`src/rtl/iod_dly_line_ctrl.sv`:
```
// IOD delay-line sequencer: issues per-lane MOVE/LOAD pulses with settle waits,
// honours the per-lane out-of-range flag and tracks every lane's tap position.
module iod_dly_line_ctrl #(
  parameter int NUM_LANES  = 4,
  parameter int TAP_W      = 8,
  parameter int SETTLE_CYC = 4
) (
  input  logic                 FAB_CLK,
  input  logic                 ARST_N,
  input  logic                 REQ_VALID,
  output logic                 REQ_READY,
  input  logic [2:0]           REQ_LANE,
  input  logic [1:0]           REQ_OP,
  input  logic [TAP_W-1:0]     REQ_COUNT,
  output logic [NUM_LANES-1:0] DELAY_LINE_MOVE,
  output logic [NUM_LANES-1:0] DELAY_LINE_DIRECTION,
  output logic [NUM_LANES-1:0] DELAY_LINE_LOAD,
  input  logic [NUM_LANES-1:0] DELAY_LINE_OUT_OF_RANGE,
  output logic                 DONE,
  output logic                 ERR,
  output logic [TAP_W-1:0]     DONE_TAPS,
  input  logic [2:0]           RD_LANE,
  output logic [TAP_W-1:0]     RD_POS
);
  // state  | meaning
  // IDLE   | ready for a request
  // SETUP  | direction driven for the target lane
  // PULSE  | MOVE high for one cycle
  // SETTLE | settle wait; the last cycle samples the lane's out-of-range flag
  // LOADP  | LOAD high for one cycle
  // FIN    | DONE pulse carrying ERR and DONE_TAPS
  typedef enum logic [2:0] {
    S_IDLE, S_SETUP, S_PULSE, S_SETTLE, S_LOADP, S_FIN
  } state_t;

  localparam logic [1:0] OP_UP   = 2'b00;
  localparam logic [1:0] OP_LOAD = 2'b10;
  localparam logic [1:0] OP_RSVD = 2'b11;
  localparam int         TMR_W   = $clog2(SETTLE_CYC + 1);

  state_t                         state_q, state_d;
  logic                           ready_q, ready_d;
  logic [NUM_LANES-1:0]           move_q, move_d;
  logic [NUM_LANES-1:0]           load_q, load_d;
  logic [NUM_LANES-1:0]           dir_q, dir_d;
  logic                           done_q, done_d;
  logic                           err_q, err_d;
  logic [TAP_W-1:0]               taps_q, taps_d;
  logic [2:0]                     lane_q, lane_d;
  logic [1:0]                     op_q, op_d;
  logic [TAP_W-1:0]               rem_q, rem_d;
  logic [TAP_W-1:0]               cnt_q, cnt_d;
  logic [TMR_W-1:0]               tmr_q, tmr_d;
  logic [NUM_LANES-1:0][TAP_W-1:0] pos_q, pos_d;

  logic [NUM_LANES-1:0] lane_oh;
  logic [NUM_LANES-1:0] req_oh;
  logic                 req_lane_bad;
  logic                 oor_hit;

  always_comb begin
    lane_oh = '0;
    req_oh  = '0;
    for (int i = 0; i < NUM_LANES; i++) begin
      if (lane_q == 3'(i))   lane_oh[i] = 1'b1;
      if (REQ_LANE == 3'(i)) req_oh[i]  = 1'b1;
    end
  end

  assign req_lane_bad = ({1'b0, REQ_LANE} >= 4'(NUM_LANES));
  assign oor_hit      = |(DELAY_LINE_OUT_OF_RANGE & lane_oh);

  always_comb begin
    state_d = state_q;
    ready_d = 1'b0;
    move_d  = '0;
    load_d  = '0;
    dir_d   = dir_q;
    done_d  = 1'b0;
    err_d   = 1'b0;
    taps_d  = taps_q;
    lane_d  = lane_q;
    op_d    = op_q;
    rem_d   = rem_q;
    cnt_d   = cnt_q;
    tmr_d   = tmr_q;
    pos_d   = pos_q;
    case (state_q)
      S_IDLE: begin
        if (REQ_VALID && ready_q) begin
          lane_d = REQ_LANE;
          op_d   = REQ_OP;
          rem_d  = REQ_COUNT;
          cnt_d  = '0;
          if (req_lane_bad || REQ_OP == OP_RSVD) begin
            state_d = S_FIN;
            done_d  = 1'b1;
            err_d   = 1'b1;
            taps_d  = '0;
          end else if (REQ_OP == OP_LOAD) begin
            state_d = S_LOADP;
            load_d  = req_oh;
          end else if (REQ_COUNT == '0) begin
            state_d = S_FIN;
            done_d  = 1'b1;
            taps_d  = '0;
          end else begin
            state_d = S_SETUP;
            dir_d   = (dir_q & ~req_oh) | ((REQ_OP == OP_UP) ? req_oh : '0);
          end
        end else begin
          ready_d = 1'b1;
        end
      end
      S_SETUP: begin
        state_d = S_PULSE;
        move_d  = lane_oh;
      end
      S_PULSE, S_LOADP: begin
        state_d = S_SETTLE;
        tmr_d   = TMR_W'(SETTLE_CYC - 1);
      end
      S_SETTLE: begin
        if (tmr_q != '0) begin
          tmr_d = tmr_q - TMR_W'(1);
        end else if (op_q == OP_LOAD) begin
          for (int i = 0; i < NUM_LANES; i++)
            if (lane_oh[i]) pos_d[i] = '0;
          state_d = S_FIN;
          done_d  = 1'b1;
          taps_d  = '0;
        end else if (oor_hit) begin
          // limit reached: this step is not counted and the position stays put
          state_d = S_FIN;
          done_d  = 1'b1;
          err_d   = 1'b1;
          taps_d  = cnt_q;
        end else begin
          for (int i = 0; i < NUM_LANES; i++)
            if (lane_oh[i])
              pos_d[i] = (op_q == OP_UP) ? pos_q[i] + TAP_W'(1) : pos_q[i] - TAP_W'(1);
          cnt_d = cnt_q + TAP_W'(1);
          rem_d = rem_q - TAP_W'(1);
          if (rem_q == TAP_W'(1)) begin
            state_d = S_FIN;
            done_d  = 1'b1;
            taps_d  = cnt_q + TAP_W'(1);
          end else begin
            state_d = S_PULSE;
            move_d  = lane_oh;
          end
        end
      end
      S_FIN: begin
        state_d = S_IDLE;
        ready_d = 1'b1;
      end
      default: state_d = S_IDLE;
    endcase
  end

  always_ff @(posedge FAB_CLK or negedge ARST_N) begin
    if (!ARST_N) begin
      state_q <= S_IDLE;
      ready_q <= 1'b0;
      move_q  <= '0;
      load_q  <= '0;
      dir_q   <= '0;
      done_q  <= 1'b0;
      err_q   <= 1'b0;
      taps_q  <= '0;
      lane_q  <= '0;
      op_q    <= '0;
      rem_q   <= '0;
      cnt_q   <= '0;
      tmr_q   <= '0;
      pos_q   <= '0;
    end else begin
      state_q <= state_d;
      ready_q <= ready_d;
      move_q  <= move_d;
      load_q  <= load_d;
      dir_q   <= dir_d;
      done_q  <= done_d;
      err_q   <= err_d;
      taps_q  <= taps_d;
      lane_q  <= lane_d;
      op_q    <= op_d;
      rem_q   <= rem_d;
      cnt_q   <= cnt_d;
      tmr_q   <= tmr_d;
      pos_q   <= pos_d;
    end
  end

  always_comb begin
    RD_POS = '0;
    for (int i = 0; i < NUM_LANES; i++)
      if (RD_LANE == 3'(i)) RD_POS = pos_q[i];
  end

  assign REQ_READY            = ready_q;
  assign DELAY_LINE_MOVE      = move_q;
  assign DELAY_LINE_LOAD      = load_q;
  assign DELAY_LINE_DIRECTION = dir_q;
  assign DONE                 = done_q;
  assign ERR                  = err_q;
  assign DONE_TAPS            = taps_q;

endmodule

```
`config.mk`:
```
export PLATFORM = sky130hd
export DESIGN_NAME = iod_dly_line_ctrl
export DESIGN_NICKNAME = d
export VERILOG_FILES = /design/src/rtl/iod_dly_line_ctrl.sv
export SDC_FILE = /design/constraint.sdc
export NUM_CORES = 1
export LEC_CHECK = 0
export BUFFER_PORTS_ARGS = -buffer_cell sky130_fd_sc_hd__buf_2
export CORE_MARGIN = 1.5
export CORE_UTILIZATION = 40
export DETAILED_ROUTE_END_ITERATION = 8
export PLACE_DENSITY_LB_ADDON = 0.08
export RECOVER_POWER = 50
export SYNTH_ARGS = -nofsm -noshare
export SYNTH_HDL_FRONTEND = slang
export SYNTH_SLANG_ARGS = --single-unit
```
`constraint.sdc`:
```
create_clock -name FAB_CLK -period 3.7 [get_ports FAB_CLK]
set_input_delay 0.555 -clock FAB_CLK [delete_from_list [all_inputs] [get_ports FAB_CLK]]
set_output_delay 0.555 -clock FAB_CLK [all_outputs]
set_load 0.05 [all_outputs]
```
* Word-level counts from Yosys, hierarchy flattened
Cells that the tools add are included.
** Storage, ports and cells
- Flip-flop bits (word level) :: 82
- Input port bits :: 23
- Word-level logic and storage cells :: 179
** Cells by class
- $add $sub $neg :: 11
- Magnitude comparators :: 1
- Equality and inequality tests :: 31
- Multiplexer cells :: 83
- Bitwise logic cells :: 8
- Reductions and logical operators :: 28
** Operator list (number)
- 8-bit 2-to-1 mux :: 32
- 32-bit 2-to-1 mux :: 2
- 8-bit one-hot mux with 2 select lines :: 3
- 8-bit by 1-bit adder with 8-bit output, second input constant :: 5
- 8-bit by 1-bit subtractor with 8-bit output, second input constant :: 5
- 4-bit 2-to-1 mux :: 9
- 5-bit AND reduction :: 6
- 3-bit 2-to-1 mux :: 9
- 3-bit by 2-bit equality test with 1-bit output, second input constant :: 8
- 1-bit 2-to-1 mux :: 22
- 2-bit inequality test, second input constant :: 9
- 3-bit by 1-bit equality test with 1-bit output, second input constant :: 4
- 3-bit zero test :: 4
- 3-bit one-hot mux with 4 select lines :: 1
- 2-bit nonzero test :: 6
- 4-bit AND :: 2
- 8-bit by 1-bit equality test with 1-bit output, second input constant :: 1
- 8-bit zero test :: 1
- 4-bit one-hot mux with 2 select lines :: 1
- 2-bit equality test, second input constant :: 3
- 3-bit equality test, second input constant :: 2
- 3-bit inequality test, second input constant :: 2
- 1-bit one-hot mux with 2 select lines :: 3
- 3-bit one-hot mux with 2 select lines :: 1
- 15 further kinds :: 21

* Logic depth before layout (Yosys ltp)
Gate-level depths: netlist of the first run.
- Depth after elaboration :: 8
- Mapped depth :: 9

* Worst setup path after synthesis of the first run
OpenSTA, ideal clock, no wires.
- Path type :: reg2reg
- Start point :: reg op_q[1]
- End point :: reg pos_q[7] in the netlist's numbering
- Setup time :: 0.132 ns
- Arrival :: 2.576 ns
- Required time :: 3.568 ns
- Setup slack :: 0.992 ns
- Stages on the path, launching flop included :: 9
- Period minus slack after synthesis :: 2.708 ns
- Path through :: dfrtp_1 -> or2_2 -> clkbuf_1 -> ha_1 -> a21o_1 -> a21o_1 -> a211oi_1 -> mux2i_1 -> o211ai_1
** Between the ends
- Cells in the longest elaborated chain, start to end :: 5
** Ends and longest elaborated chain
- from (decl) :: RTL line 50 : logic [1:0] op_q, op_d;
- from (signal assigned) :: RTL line 188 : op_q <= op_d;
- 2-bit zero test :: RTL line 141 : pos_d[i] = (op_q == OP_UP) ? pos_q[i] + TAP_W'(1) : pos_q[i] - TAP_W'(1);
- 8-bit 2-to-1 mux :: RTL line 141
- 8-bit 2-to-1 mux :: RTL line 140 : if (lane_oh[i])
- 32-bit 2-to-1 mux :: RTL line 132 : end else if (oor_hit) begin
- 32-bit 2-to-1 mux :: RTL line 126 : end else if (op_q == OP_LOAD) begin
- to (signal assigned) :: RTL line 192 : pos_q <= pos_d;
- to (decl) :: RTL line 54 : logic [NUM_LANES-1:0][TAP_W-1:0] pos_q, pos_d;
Several ways; a longest one is shown, not always the timed one. The select of a mux whose other input is x is not followed.
A chain may end at the register's enable or synchronous reset.

* Worst setup path after layout of the first run
Ends and elaborated chain as after synthesis.

==> run metrics, run 1 <==
status finished, violations left; failing checks max-capacitance violations, max-slew violations; drt via density 5.54; final worst setup slack 0.987 ns; Comb power frac 53.9%; Skew-Pair Late Insertion Delay 0.35 ns; post-synth top area share 38.9%; Mapped Nets 621; dominant cell type by area after synthesis dfrtp_1; Post-Syn Instances 565; RSZ-0062 raised after global routing no; detailed placement HPWL 9.71 mm; IO Port Bufs 53; first-pass GRT wire length 22.6 mm; Pre-antenna DRT Iters 5; hold buffer count at cts 0; CTS tree built; #FFs+latches synth 82; Detail Route Antenna Nets 0; Area contributors post-synth dfrtp_1 39%, ha_1 6.9%, nand2_1 5.0%, o21ai_0 5.0%, mux4_2 3.4%; hold path start REQ_LANE[0]; antenna diode count 0; final setup skew 0.00955 ns; share of layout cells above drive strength 1 14.4%; DRC viols 0; fillers 1,261; Tmin final 2.71 ns; post-synthesis sequential area ratio 38.9%; share of power burned in registers 28.1%; Total GRT Usage 20.7%; synthesis-to-finish area growth 13.1%; Switching Share 45.0%; starting DRC count in detailed routing 271; Slowest Stage Delay on Critical Path 0.58 ns; Synth warnings 0; slowest stage cell, crit path or2_2; total global routing overflow 0; crit-path most repeated cell a211oi_1; P per Cell Area 839 mW/mm²; initial antenna violation count 0; peak fanout along the critical path 29; number of library cell types mapped by synthesis 60; Slew headroom -6.60%; Worst setup SP type flop; Core ar. 0.0127 mm²; Cell Int Power 2.75 mW; Main synth FF type dfrtp_1; DIE WIDTH 118 µm; max_cap viols 1; largest net degree at the start of global routing 61; final wirelength 13.4 mm; worst path cell trace or2_2, ha_1, a211oi_1, nor3_1, a211oi_1, mux2i_1, o211ai_1; worst vdd ir 0.000271 V; CTS root buffer clkbuf_16; Post-synth ARST share 100%; Final Cycle Share 73.3%; # resized after CTS 0; Final Max Tran Viols 61; Placer Congestion 0.861; # Post-CTS Setup Buffers 0; maximum clock rate 369 MHz; num rows 41; WHS 0.439 ns; r2r startpoint op_q[1]; CTS max path bufs 2; worst-margin pin slew 1.60 ns; synthesized area 0.00528 mm²; CP arrival 2.93 ns; die height 118 µm; nets@finish 668; CTS H-tree lvls 3; I/O pin cnt 54; P_sw 2.25 mW; CP endpoint kind flop; Sink Count 82; EDFF count, synth 0; Critical path origin op_q[1]; # setup viols final 0; Fin Setup TNS 0 ns; Worst-path clk slew 0.07 ns; Die Footprint 0.0139 mm²; Final Hold Fails 0; wire per inst 16.9 µm; initial core utilization 41.5%; TritonCTS Buffers 9; LEAKAGE 2.65 nW; CP Data Required Time 3.92 ns; number of global-route vias before repair 4,440; via count 4,375; crit path kind flop to flop; clock share of power 18.0%; Hold Crit Class input pin to flop; Syn Area/Cell 9.34 µm²; worst slack at placement 1.01 ns
cells in the mapped netlist, drive strengths merged, types with 7 or more instances:
library cell and n:
mux2i 7, nand3 12, mux2 9, o31ai 17, clkbuf 15, o21ai 53
xnor2 11, mux4 8, o211ai 7, ha 29, inv 23, nor2 27
xor2 10, dfrtp 82, nor3 22, nand2 71, a211oi 13, o2bb2ai 7
nor2b 20, a21oi 28, buf 11, a21o 16
final cells by class:
type	instances	area [µm²]	area share, %
clock inverter	5	55.1	0.922
multi-input combinational	434	3010	50.5
tap	172	215	3.61
clock buffer	11	233	3.90
sequential	82	2050	34.4
timing repair buffer	62	313	5.24
inverter	23	86.3	1.45
registers in the layout, summed over array words and instances, names as in the netlist, named ones only:
register,cells
pos_q,32
DONE_TAPS,8
cnt_q,8
rem_q,8
DELAY_LINE_LOAD,4
DELAY_LINE_MOVE,4
lane_q,3
state_q,3
tmr_q,3
op_q,2
DONE,1
ERR,1
REQ_READY,1
through the flow:
step                      instances  area, µm²  utilization, %  power [mW]
after floorplan                 565       5280               -        3.52
after global placement          773       5700            44.8        4.09
after detailed placement        773       5700            44.8        4.11
after CTS                       789       5990            47.1        5.03
after global routing            789       5970            46.9        5.46
final                           789       5970            46.9        5.01
cells by family (layout without fill, tap and decap cells):
logic type,after synthesis,after routing,synth area share (%)
buffers and inverters,49,101,4.01
DFF,82,82,38.9
adders and majority gates,33,33,8.39
and+or+nand+nor,182,182,16.5
muxes,24,24,6.73
xor gates and xnor gates,21,21,3.48
AOI/OAI and AO/OA,174,174,22.0
power by group through the flow:
stage	clock, mW	combinational, mW	sequential [mW]
CTS	0.917	2.71	1.41
floorplan	0	2.14	1.38
global placement	0	2.67	1.42
finish	0.901	2.70	1.41
global route	0.957	3.05	1.45
detailed placement	0	2.69	1.42
placed cells by master, fill, tap and decap left out, drive strengths merged, types with 3 or more instances in the layout:
cell	netlist	final
a2111oi	3	3
a211oi	13	13
a21o	16	16
a21oi	28	28
a22o	3	3
and2	4	4
and3	4	4
buf	11	47
clkbuf	15	26
dfrtp	82	82
fa	4	4
ha	29	29
inv	23	23
mux2	9	9
mux2i	7	7
mux4	8	8
nand2	71	71
nand2b	3	3
nand3	12	12
nor2	27	27
nor2b	20	20
nor3	22	22
nor3b	4	4
nor4	3	3
o211ai	7	7
o21a	4	4
o21ai	53	53
o22ai	3	3
o2bb2ai	7	7
o31ai	17	17
o41ai	4	4
or3	4	4
xnor2	11	11
xor2	10	10
worst max-delay path, delay by kind of cell (launching register included):
| kind | cells | cell delay, ns |
|---|---|---|
| mux | 1 | 0.24 |
| simple gates | 2 | 0.69 |
| compound gates | 3 | 0.83 |
| fa+ha+maj | 1 | 0.40 |
| flops | 1 | 0.40 |
worst paths after layout:
check | end | slack (ns) | depth (start not counted)
hold reg to reg | tmr_q[0] | 0.47 | 1
max in group asynchronous | lane_q[0] | 1.23 | 2
min in group asynchronous | pos_q[22] | 0.58 | 1
setup reg to reg | pos_q[7] | 0.99 | 7
setup / recovery | pos_q[7] | 0.99 | 7
hold / removal | DELAY_LINE_LOAD[0] | 0.44 | 2
layer usage:
layer	part of all wire, %	GRT usage (%)	vias up
li1	-	-	2165
met3	3.6	4.31	23
met5	0	0	-
met1	46	26.7	2095
met4	2.7	9.22	0
met2	47	33.4	92
No activity file was read; power rests on OpenSTA's default activity.
==> inputs of run 2 (changes only) <==
ABC_AREA = 1   (was default)
clock period = 2.4 ns   (was 3.7 ns; I/O delays follow)
==> run 2 against run 1 <==
The flow now finishes without violations. Sequential cell count unchanged. Combinational power down 96%. Synthesized area increased by 5.1%. Die area grew 5.0%. Register-to-register slack worse by 0.72 ns. Global-route usage grew 0.11 points. Final cell count up 28%. First-iteration DRC count is 18% higher. Critical path type unchanged.
==> run metrics, run 2 <==
status complete, no violations; CP endpoint kind flop; CTS H-tree lvls 3; largest net degree at the start of global routing 40; Fin Setup TNS 0 ns; dominant cell type by area after synthesis dfrtp_1; Tot Pwr 2.90 mW; Worst setup SP type flop; num rows 42; Final Cycle Share 89.0%; Hold Crit Class input pin to flop; max_cap viols 0; detailed placement HPWL 10.8 mm; worst vdd ir 0.000292 V; I/O pin cnt 54; CTS root buffer clkbuf_16; CP arrival 2.37 ns; # resized after CTS 0; Sink Count 82; commonest non-fill, non-tap cells in the layout 254 x nand2_1, 86 x inv_1, 82 x dfrtp_1; drt via density 5.06; Final Max Tran Viols 0; Die Footprint 0.0146 mm²; CP Data Required Time 2.64 ns; Placed Cells 997; Mapped Nets 820; IO Port Bufs 53; Slew headroom 1.46%; Skew-Pair Late Insertion Delay 0.35 ns; number of library cell types mapped by synthesis 42; top-count cell post-synth nand2_1; synthesis-to-finish area growth 14.7%; CTS max path bufs 2; final wirelength 14.2 mm; maximum clock rate 468 MHz; Non-Filler Instances 1,013; Post-synth top cells 254 x nand2_1, 87 x inv_1, 82 x dfrtp_1; starting DRC count in detailed routing 320; # setup viols final 0; Pre-antenna DRT Iters 5; Largest Register pos_q; RSZ-0062 raised after global routing no; final setup skew 0.00759 ns; Tmin final 2.14 ns; initial core utilization 41.4%; post-synth top area share 37.0%; nets@finish 889; commonest non-fill, non-tap cell in the layout nand2_1; share of layout cells above drive strength 1 14.1%; total global routing overflow 0; CTS tree built; Post-Syn Instances 764; Final Util 47.5%; P per Cell Area 456 mW/mm²; DRC viols 0; crit path kind flop to flop; Detail Route Antenna Nets 0; # Post-CTS Setup Buffers 0; worst-margin pin slew 1.48 ns; first-pass GRT wire length 23.8 mm; Total GRT Usage 20.8%; Worst-path clk slew 0.06 ns; post-synthesis sequential area ratio 37.0%; synthesized area 0.00555 mm²; Post-synth ARST share 100%; TritonCTS Buffers 9; #FFs+latches synth 82; antenna diode count 0; hold buffer count at cts 1; EDFF count, synth 0; via count 5,121; number of global-route vias before repair 4,956; WHS 0.253 ns; Final Hold Fails 0; die height 121 µm; Core ar. 0.0134 mm²; peak fanout along the critical path 13; LEAKAGE 3.18 nW; Main synth FF type dfrtp_1; initial antenna violation count 0; Syn Area/Cell 7.26 µm²; wire per inst 14.1 µm; DIE WIDTH 121 µm; max reg flops 32; Area contributors post-synth dfrtp_1 37%, nand2_1 17%, ha_1 6.5%, nand3_1 6.5%, inv_1 5.9%; Placer Congestion 0.867; Synth warnings 0
-- run 2: path summary, 6_finish.rpt --
| check | start | endpoint | slack (ns) | depth (start not counted) |
|---|---|---|---|---|
| hold / removal | REQ_LANE[0] | DELAY_LINE_LOAD[2] | 0.25 | 2 |
| min in group asynchronous | ARST_N | pos_q[4] | 0.90 | 2 |
| hold reg to reg | tmr_q[0] | tmr_q[0] | 0.48 | 1 |
| max in group asynchronous | ARST_N | pos_q[26] | 0.47 | 3 |
| setup reg to reg | op_q[1] | pos_q[21] | 0.26 | 11 |
| setup / recovery | op_q[1] | pos_q[21] | 0.26 | 11 |
-- run 2: cells by family (layout without fill, tap and decap cells) --
kind of cell	after synthesis	after routing	share of synthesized area [%]
buffers and inverters	102	175	7.62
and+or+nand+nor	426	426	34.2
muxes	2	2	0.361
adders and majority gates	33	33	7.99
xor gates and xnor gates	5	5	0.790
DFF	82	82	37.0
AOI/OAI and AO/OA	114	114	12.0
-- run 2: through the flow --
step / setup slack [ns] / area, µm²
after floorplan: 0.000903 / 5560
after CTS: 0.263 / 6390
after global routing: 0.0546 / 6360
after global placement: 0.340 / 6090
after detailed placement: 0.289 / 6090
final: 0.264 / 6360
-- run 2: power breakdown --
part / switching [mW] / internal [mW] / leakage (nW) / total [mW]
combinational: 0.0842 / 0.0325 / 2.04 / 0.117
sequential: 0 / 1.38 / 1.01 / 1.38
clock: 0.576 / 0.824 / 0.140 / 1.40
-- run 2: cell type report --
type                            instances  area (µm²)
Fill cell                            1412        7040
Multi-Input combinational cell        580        3070
Clock inverter                          5        55.1
Tap cell                              176         220
Inverter                               92         349
Clock buffer                           10         239
Sequential cell                        82        2050
Timing Repair Buffer                   68         374
-- run 2: critical path, stage by stage (launching register included) --
cell        delay, ns
dfrtp_1          0.40
nor2_4           0.14
clkinvlp_4       0.11
buf_4            0.20
ha_1             0.36
a21oi_1          0.15
nand2_1          0.12
nand3_1          0.08
nand2_1          0.06
or2_2            0.27
nand3_1          0.08
nand2_1          0.06
-- run 2: routing by layer --
metal  vias to the layer above  share of wire, %  track usage, %
met1                      2365                47            27.0
met3                        20               4.0            3.49
met2                        98                47            34.2
li1                       2638                 -               -
met5                         -                 0               0
met4                         0               2.1            8.60
